### src/rtl/vram_pkg.sv
// Shared defaults and grant encoding for the VRAM arbiter slice.
// Imported by vram_arbiter and wr_fifo2.
package vram_pkg;

    localparam int AW_DEF         = 13;
    localparam int DW_DEF         = 8;
    localparam int STARVE_MAX_DEF = 15;

    typedef enum logic [1:0] {
        GNT_NONE = 2'd0,
        GNT_DISP = 2'd1,
        GNT_WR   = 2'd2
    } gnt_e;

endpackage

### src/rtl/wr_fifo2.sv
// Two-entry write FIFO holding pending VRAM writes (address + data).
// Ports: clk, h_count_reset (async, active-high), i_push/i_wr_addr/i_wr_data
// (push side), i_pop (pop head), o_ready (not full), o_nempty (has data),
// o_head_addr/o_head_data (oldest entry, combinational).
module wr_fifo2
    import vram_pkg::*;
#(
    parameter int AW = AW_DEF,
    parameter int DW = DW_DEF
) (
    input  logic          clk,
    input  logic          h_count_reset,
    input  logic          i_push,
    input  logic [AW-1:0] i_wr_addr,
    input  logic [DW-1:0] i_wr_data,
    input  logic          i_pop,
    output logic          o_ready,
    output logic          o_nempty,
    output logic [AW-1:0] o_head_addr,
    output logic [DW-1:0] o_head_data
);

    logic [AW-1:0] r_addr [2];
    logic [DW-1:0] r_data [2];
    logic          r_wptr;
    logic          r_rptr;
    logic [1:0]    r_count;

    logic w_do_push;
    logic w_do_pop;

    // Full is judged on the registered count only, so a same-cycle pop
    // never opens the door for a push.
    assign o_ready     = (r_count != 2'd2);
    assign o_nempty    = (r_count != 2'd0);
    assign w_do_push   = i_push & o_ready;
    assign w_do_pop    = i_pop & o_nempty;
    assign o_head_addr = r_addr[r_rptr];
    assign o_head_data = r_data[r_rptr];

    always_ff @(posedge clk or posedge h_count_reset) begin
        if (h_count_reset) begin
            r_wptr  <= 1'b0;
            r_rptr  <= 1'b0;
            r_count <= 2'd0;
        end else begin
            if (w_do_push) r_wptr <= ~r_wptr;
            if (w_do_pop)  r_rptr <= ~r_rptr;
            case ({w_do_push, w_do_pop})
                2'b10:   r_count <= r_count + 2'd1;
                2'b01:   r_count <= r_count - 2'd1;
                default: r_count <= r_count;
            endcase
        end
    end

    // Storage needs no reset: entries are only visible through r_count.
    always_ff @(posedge clk) begin
        if (w_do_push) begin
            r_addr[r_wptr] <= i_wr_addr;
            r_data[r_wptr] <= i_wr_data;
        end
    end

endmodule

### src/rtl/vram_arbiter.sv
// Arbitrates a single-port VRAM between display reads and buffered writes.
// Ports: clk, h_count_reset (async, active-high), onscreen, disp_req/addr ->
// disp_gnt/rvalid/rdata, wr_valid/addr/data -> wr_ready, ram_* command out.
module vram_arbiter
    import vram_pkg::*;
#(
    parameter int AW         = AW_DEF,
    parameter int DW         = DW_DEF,
    parameter int STARVE_MAX = STARVE_MAX_DEF
) (
    input  logic          clk,
    input  logic          h_count_reset,
    input  logic          onscreen,
    input  logic          disp_req,
    input  logic [AW-1:0] disp_addr,
    output logic          disp_gnt,
    output logic          disp_rvalid,
    output logic [DW-1:0] disp_rdata,
    input  logic          wr_valid,
    input  logic [AW-1:0] wr_addr,
    input  logic [DW-1:0] wr_data,
    output logic          wr_ready,
    output logic [AW-1:0] ram_addr,
    output logic          ram_we,
    output logic [DW-1:0] ram_wdata,
    input  logic [DW-1:0] ram_rdata
);

    localparam int SW = $clog2(STARVE_MAX + 1);
    localparam logic [SW-1:0] SMAX = SW'(STARVE_MAX);

    logic          w_nempty;
    logic [AW-1:0] w_head_addr;
    logic [DW-1:0] w_head_data;
    logic          w_starved;
    gnt_e          w_gnt;

    gnt_e          r_gnt_q;
    logic          r_rvalid;
    logic [SW-1:0] r_starve;

    wr_fifo2 #(
        .AW(AW),
        .DW(DW)
    ) u_fifo (
        .clk          (clk),
        .h_count_reset(h_count_reset),
        .i_push       (wr_valid),
        .i_wr_addr    (wr_addr),
        .i_wr_data    (wr_data),
        .i_pop        (w_gnt == GNT_WR),
        .o_ready      (wr_ready),
        .o_nempty     (w_nempty),
        .o_head_addr  (w_head_addr),
        .o_head_data  (w_head_data)
    );

    assign w_starved = w_nempty && (r_starve == SMAX);

    // Visible region favours the display until a write has waited too long;
    // blanking favours draining the write FIFO.
    always_comb begin
        w_gnt = GNT_NONE;
        if (onscreen) begin
            if (disp_req && !w_starved) w_gnt = GNT_DISP;
            else if (w_nempty)          w_gnt = GNT_WR;
        end else begin
            if (w_nempty)               w_gnt = GNT_WR;
            else if (disp_req)          w_gnt = GNT_DISP;
        end
    end

    assign disp_gnt    = (w_gnt == GNT_DISP);
    assign disp_rvalid = r_rvalid;
    // RAM data is live in the cycle after the read command; gate it so the
    // bus reads zero whenever no response is due.
    assign disp_rdata  = r_rvalid ? ram_rdata : '0;

    always_ff @(posedge clk or posedge h_count_reset) begin
        if (h_count_reset) begin
            ram_addr  <= '0;
            ram_we    <= 1'b0;
            ram_wdata <= '0;
            r_gnt_q   <= GNT_NONE;
            r_rvalid  <= 1'b0;
            r_starve  <= '0;
        end else begin
            r_gnt_q  <= w_gnt;
            r_rvalid <= (r_gnt_q == GNT_DISP);

            unique case (w_gnt)
                GNT_DISP: begin
                    ram_addr <= disp_addr;
                    ram_we   <= 1'b0;
                end
                GNT_WR: begin
                    ram_addr  <= w_head_addr;
                    ram_wdata <= w_head_data;
                    ram_we    <= 1'b1;
                end
                default: ram_we <= 1'b0;
            endcase

            // Counts display wins only while a write is actually waiting.
            if (w_gnt == GNT_WR || !w_nempty)
                r_starve <= '0;
            else if (w_gnt == GNT_DISP && r_starve != SMAX)
                r_starve <= r_starve + 1'b1;
        end
    end

endmodule

### config.mk
export PLATFORM = sky130hd
export DESIGN_NAME = vram_arbiter
export DESIGN_NICKNAME = d
export VERILOG_FILES = /design/src/rtl/vram_pkg.sv /design/src/rtl/wr_fifo2.sv /design/src/rtl/vram_arbiter.sv
export SDC_FILE = /design/constraint.sdc
export NUM_CORES = 1
export LEC_CHECK = 0
export CAP_MARGIN = 20
export CORE_ASPECT_RATIO = 0.75
export CORE_MARGIN = 10
export CORE_UTILIZATION = 40
export CTS_BUF_LIST = sky130_fd_sc_hd__clkbuf_8
export CTS_CLUSTER_SIZE = 16
export DETAILED_ROUTE_END_ITERATION = 7
export PLACE_DENSITY = 0.68
export SYNTH_ARGS = -nofsm -noshare
export SYNTH_HDL_FRONTEND = slang
export SYNTH_SLANG_ARGS = --single-unit
### constraint.sdc
create_clock -name clk -period 2.85 [get_ports clk]
set_input_delay 0.57 -clock clk [delete_from_list [all_inputs] [get_ports clk]]
set_output_delay 0.57 -clock clk [all_outputs]
set_load 0.02 [all_outputs]
After elaboration in Yosys (flattened, before gate mapping). Memories as Yosys holds them, arrays and structs flattened. A register that Yosys moved wholly into a read port is not among the register bits. Cells that the tools add are included. W data, S select, Z words.

Bitwise gates (word level): 4. Reduce and logical (&&, ||, !) cells: 10. Divide/modulo/power cells: 0. Shift operators: 0. Multipliers: 0. Add/sub/neg operators: 3. $lt $le $gt $ge: 0. Muxes and demuxes: 13. Eq/ne operators: 8.

Operator list (number): $pmux W13 S2 (1); $mux W2 (4); $mux W4 (2); $mux W8 (1); $reduce_bool A2 Y1 (4); $eq A2 B1 Y1 const B (3); $add A4 B1 Y4 const B (1); $eq A2 B2 Y1 const B (2); $eq A4 B4 Y1 const B (1); $mux W1 (4); $ne A4 B4 Y1 const B (1); $pmux W2 S2 (1); $logic_and A1 B1 Y1 (3); $add A2 B1 Y2 const B (1); $and A1 B1 Y1 (2); $logic_not A1 Y1 (2); $ne A2 B2 Y1 const B (1); $not A1 Y1 (2); $sub A2 B1 Y2 const B (1); $logic_or A1 B1 Y1 (1).

Latch bits: 0. ROM bits: 0. Memory bits (writable): 42. Input bits: 47. Output and inout bits: 33. Register bits after elaboration: 25. Memories: 2. Word-level logic and storage cells: 48.

Memory list: u_fifo.r_addr (depth 2, width 13, rd ports 1, clocked after memory_dff 0, write ports 1, line wr_fifo2.sv:23) `logic [AW-1:0] r_addr [2];`; u_fifo.r_data (depth 2, width 8, rd ports 1, clocked after memory_dff 1, write ports 1, line wr_fifo2.sv:24) `logic [DW-1:0] r_data [2];`.

Depth between registers and ports, before layout.
Depth in word-level cells: 10. Depth in mapped cells: 11. Mapped depth without buffers: 10.

Hierarchy. From an unflattened synthesis, not the netlist that was laid out.

Cell total of the unflattened synthesis: 198. Area, all modules: 3015.4 um2.

By module, submodules not included: wr_fifo2 (cells each 83, seq. area each 1361.3 um2, area each 1711.6 um2, instances 1); vram_arbiter (cells each 115, seq. area each 725.7 um2, area each 1303.8 um2, instances 1).

Worst setup path before layout. Ideal clock, no wire load.

Path kind: reg-to-reg. From: register r_starve[0]. To: register u_fifo.r_count[1]. Stages on the path, launching flop included: 11. Data required time: 2.771 ns. Library setup time: 0.079 ns. Arrival time: 2.067 ns. Clock period less this slack: 2.146 ns. Setup slack: 0.704 ns. Buffers on the path: 1. Path through: dfrtp_1 ha_1 nand3_1 and2_1 o21ai_0 ha_1 buf_6 nor2b_2 ha_1 nor2_1 xor2_1.

Cells in the longest elaborated chain, start to end: 10. Elaborated cells between the ends (all ways): 12. Classes of those cells: eq/ne (4); mux (3); bitwise (1); reduce/logical (4).

RTL lines: start: declaration (line vram_arbiter.sv:40) `logic [SW-1:0] r_starve;`; start signal: assignment (line vram_arbiter.sv:108) `r_starve <= r_starve + 1'b1;`; $eq A4 B4 Y1 (*) (line vram_arbiter.sv:58) `assign w_starved = w_nempty && (r_starve == SMAX);`; $logic_and A1 B1 Y1 (*) (line vram_arbiter.sv:58); $logic_not A1 Y1 (*) (line vram_arbiter.sv:65) `if (disp_req && !w_starved) w_gnt = GNT_DISP;`; $logic_and A1 B1 Y1 (*) (line vram_arbiter.sv:65); $mux W2 (*) (line vram_arbiter.sv:65); $mux W2 (*) (line vram_arbiter.sv:64) `if (onscreen) begin`; $eq A2 B2 Y1 (*) (line vram_arbiter.sv:51) `.i_pop (w_gnt == GNT_WR),`; net u_fifo.i_pop (line wr_fifo2.sv:16) `input logic i_pop,`; $and A1 B1 Y1 (*) (line wr_fifo2.sv:37) `assign w_do_pop = i_pop & o_nempty;`; net u_fifo.w_do_pop (line wr_fifo2.sv:30) `logic w_do_pop;`; $eq A2 B1 Y1 / $eq A2 B2 Y1 (equally long branches) (line wr_fifo2.sv:49) `case ({w_do_push, w_do_pop})`; $pmux W2 S2 / $reduce_bool A2 Y1 (equally long branches); end signal: assignment (line wr_fifo2.sv:50) `2'b10: r_count <= r_count + 2'd1;`; end signal: assignment (line wr_fifo2.sv:51) `2'b01: r_count <= r_count - 2'd1;`; end signal: assignment (line wr_fifo2.sv:52) `default: r_count <= r_count;`; end: declaration (line wr_fifo2.sv:27) `logic [1:0] r_count;`.

Mark *: on every way through the listed nets, which the timed path passes. The rest lies on a longest branch. A chain may end at the register's enable or synchronous reset.

Final worst setup path.
From: register r_starve[0]. To: output disp_gnt.

Cells in the longest elaborated chain, start to end: 7.

RTL lines: $eq A4 B4 Y1 (line vram_arbiter.sv:58); $logic_and A1 B1 Y1 (line vram_arbiter.sv:58); $logic_not A1 Y1 (line vram_arbiter.sv:65); $logic_and A1 B1 Y1 (line vram_arbiter.sv:65); $mux W2 (line vram_arbiter.sv:65); $mux W2 (line vram_arbiter.sv:64); net w_gnt[0] (line vram_arbiter.sv:36) `gnt_e w_gnt;`; $eq A2 B1 Y1 (line vram_arbiter.sv:73) `assign disp_gnt = (w_gnt == GNT_DISP);`; end: declaration (line vram_arbiter.sv:16) `output logic disp_gnt,`.

The timed path passes the listed nets, and every way through them passes these cells.

==> impl_metrics.toml <==
[run_status]
status = "complete, no violations"

[timing]
fmax_mhz = 387
slew_violations = 0
period_needed_ns = 2.58
setup_viol = 0
hold_violations = 0
rsz0062_at_grt = "no"
tightest_slew_ns = 0.497
setup_tns_ns = 0
fin_skew_ns = 0.00874
timing.slew.headroom = 0.668
finalCritPeriodShare = 0.906

[critical_path]
cp_slowest_cell = "dfrtp_1"
cp_slowest_stage_delay_ns = 0.40
crit_arrival_ns = 2.01
cp-start-kind = "register"
worstReg2RegEnd = "u_fifo.r_count[1]$_DFFE_PP0P_"
worstReg2RegStart = "r_starve[0]$_DFFE_PP0P_"
end_kind = "primary output"
critPathMaxFanout = 4
critPathKind = "register to primary output"
cp.required_ns = 2.28
r2r_cells = 9
cpMostUsedCell = "ha_1"
r2r_setup_slack_ns = 0.65
cp_cell_sequence = "ha_1 -> nand3_1 -> and2_1 -> o21a_1 -> ha_1 -> dlygate4sd2_1"

[logic_synthesis]
synthArstFlopShare = 0.440
netlist_area_um2 = 3040
yosysWarnings = 0
yosysUniqueCellTypes = 33
ys_seq_elements = 75
yosys_most_used_dff = "edfxtp_1"
avgSynthCellArea_um2 = 14.6
syn_inst = 209
synth-edff-count = 42
ys_seq_area_frac = 0.686
syn_nets = 260

[pwr]
pwr-share-comb = 0.375
clkPwrFrac = 0.230
p_switching_mw = 1.41
power.internal_mw = 2.90
swShare = 0.327
max-vdd-ir-drop_uv = 444
p_leak_nw = 1.70
power_per_cell_area_nw_per_um2 = 1030
sequentialPowerShare = 0.395

[placement]
place_hpwl_mm = 4.54
routabilityCongestion = 0.754
port_buffers = 79
dp_cells = 387

[hold_path]
min_delay_worst_endpoint = "disp_rvalid$_DFF_PP0_"
worstHoldStart = "r_gnt_q[1]$_DFF_PP0_"
min_path_cells = 1
hold_class = "register to register"

[clock_network]
cts_sinks = 75
cts_root_buf = "clkbuf_8"
insertion_delay_ns = 0.34
numCtsBuffers = 9
h-tree-depth = 3
cts_tree = "done"
clock_path_buffers = 2
clkTransAtPathRegs_ns = 0.07

[global_routing]
grt_max_degree = 34
grt.overflow.total = 0
antenna_found_initial = 0
grt_pass1_wl_mm = 10.1
grt_pass1_vias = 1955
grt.total_usage = 0.114

[die]
die_area_um2 = 11500
core_um2 = 7360
ios = 80
core.rowCount = 27
start_util = 0.413
die_w_um = 121
die_y_um = 95.5

[cells_and_area]
area_growth_pct = 37.3
layout_common_cells = "78 x clkdlybuf4s50_1, 42 x edfxtp_1, 33 x dfrtp_1"
drive_gt1_frac = 0.0927
final_common_cell = "clkdlybuf4s50_1"
fin_nets = 348
diodes = 0
finalNonFillerCells = 403

[drt]
met3WireLength_um = 634
drc = 0
avgViaCountPerCell = 4.75
wl_met2_mm = 2.85
ant_nets = 0
met1Wirelength_mm = 2.78
wl_per_cell_um = 15.7
drtIter0Drc = 36
first_pass_iters = 4
top_layer_used = "met4"
routed_wl_mm = 6.31
via_count = 1914

[job]
max-cap-violations = 0
[flip-flops by register name, indices dropped and copies added (netlist names)]
| register | flops |
|---|---|
| ram_we | 1 |
| u_fifo.r_data | 16 |
| u_fifo.r_wptr | 1 |
| disp_rvalid | 1 |
| ram_wdata | 8 |
| r_gnt_q | 2 |
| u_fifo.r_rptr | 1 |
| u_fifo.r_addr | 26 |
| ram_addr | 13 |
| r_starve | 4 |
| u_fifo.r_count | 2 |
[worst max-delay path by stage]
stage / start / to / slack [ns] / depth (start not counted)
5_1_grt: r_starve[0]$_DFFE_PP0P_ / disp_gnt / 0.12 / 6
4_1_cts: r_starve[0]$_DFFE_PP0P_ / disp_gnt / 0.22 / 6
6_report: r_starve[0]$_DFFE_PP0P_ / disp_gnt / 0.27 / 6
2_1_floorplan: r_starve[0]$_DFFE_PP0P_ / u_fifo.r_count[1]$_DFFE_PP0P_ / 0.70 / 10
3_5_place_dp: onscreen / disp_gnt / 0.14 / 5
3_3_place_gp: onscreen / disp_gnt / 0.17 / 5
[synthesized netlist by cell type (3+ instances only)]
master	instances	area, µm²
nor2_1	24	90.1
xnor2_1	3	26.3
buf_2	3	15.0
edfxtp_1	42	1260
buf_4	3	22.5
ha_1	4	50.1
mux2i_1	21	210
a211oi_1	13	97.6
dfrtp_1	33	826
a21oi_1	10	50.1
a21o_1	14	105
and2_1	9	56.3
[critical path: cells and delay by family (launching register included)]
family | cells | cell delay, ns
flops | 1 | 0.40
fa+ha+maj | 2 | 0.43
compound gates | 1 | 0.19
simple gates | 2 | 0.34
buf+inv | 1 | 0.32
[kinds of logic (layout without fill, tap and decap cells)]
logic type,count (synthesis),after routing,synth area share
flops,75,75,0.686
simple gates,46,46,0.0753
compound gates,45,45,0.102
mux,21,21,0.0691
buf+inv,13,106,0.0366
xor+xnor,5,5,0.0144
fa+ha+maj,4,4,0.0164
[metrics by stage]
| step | hold slack, ns | setup slack [ns] | util | area, µm² | power (mW) |
|---|---|---|---|---|---|
| global route | 0.424 | 0.121 | 0.567 | 4180 | 4.60 |
| CTS | 0.400 | 0.217 | 0.567 | 4180 | 4.39 |
| finish | 0.398 | 0.267 | 0.567 | 4180 | 4.31 |
| global placement | 0.383 | 0.175 | 0.533 | 3930 | 3.34 |
| detailed placement | 0.390 | 0.145 | 0.533 | 3930 | 3.38 |
| floorplan | 0.378 | 0.704 | - | 3040 | 2.78 |
[per-layer routing]
| metal | up-vias | global-route usage |
|---|---|---|
| li1 | 945 | - |
| met1 | 892 | 0.135 |
| met2 | 70 | 0.173 |
| met3 | 7 | 0.0649 |
| met4 | 0 | 0.0331 |
| met5 | - | 0 |
[power by group through the flow]
stage | clock (mW) | combinational [mW] | sequential, mW
detailed placement | 0 | 1.66 | 1.73
global route | 1.08 | 1.77 | 1.75
finish | 0.992 | 1.62 | 1.71
global placement | 0 | 1.62 | 1.72
floorplan | 0 | 0.913 | 1.87
CTS | 1.02 | 1.66 | 1.71
[final cells by class]
| cell class | count | area (µm²) |
|---|---|---|
| Clock buffer | 10 | 138 |
| Clock inverter | 6 | 111 |
| Multi-Input combinational cell | 121 | 850 |
| Fill cell | 649 | 3190 |
| Tap cell | 101 | 126 |
| Inverter | 2 | 7.51 |
| Timing Repair Buffer | 88 | 857 |
| Sequential cell | 75 | 2090 |
[timing repair]
action                                  in CTS  in global routing
endpoints found under the setup margin       1                  0
hold buffers                                 0                  0
gates resized for setup                      1                  0
buffers inserted                             0                  0
Note: power is estimated with default switching activity, not from simulation.
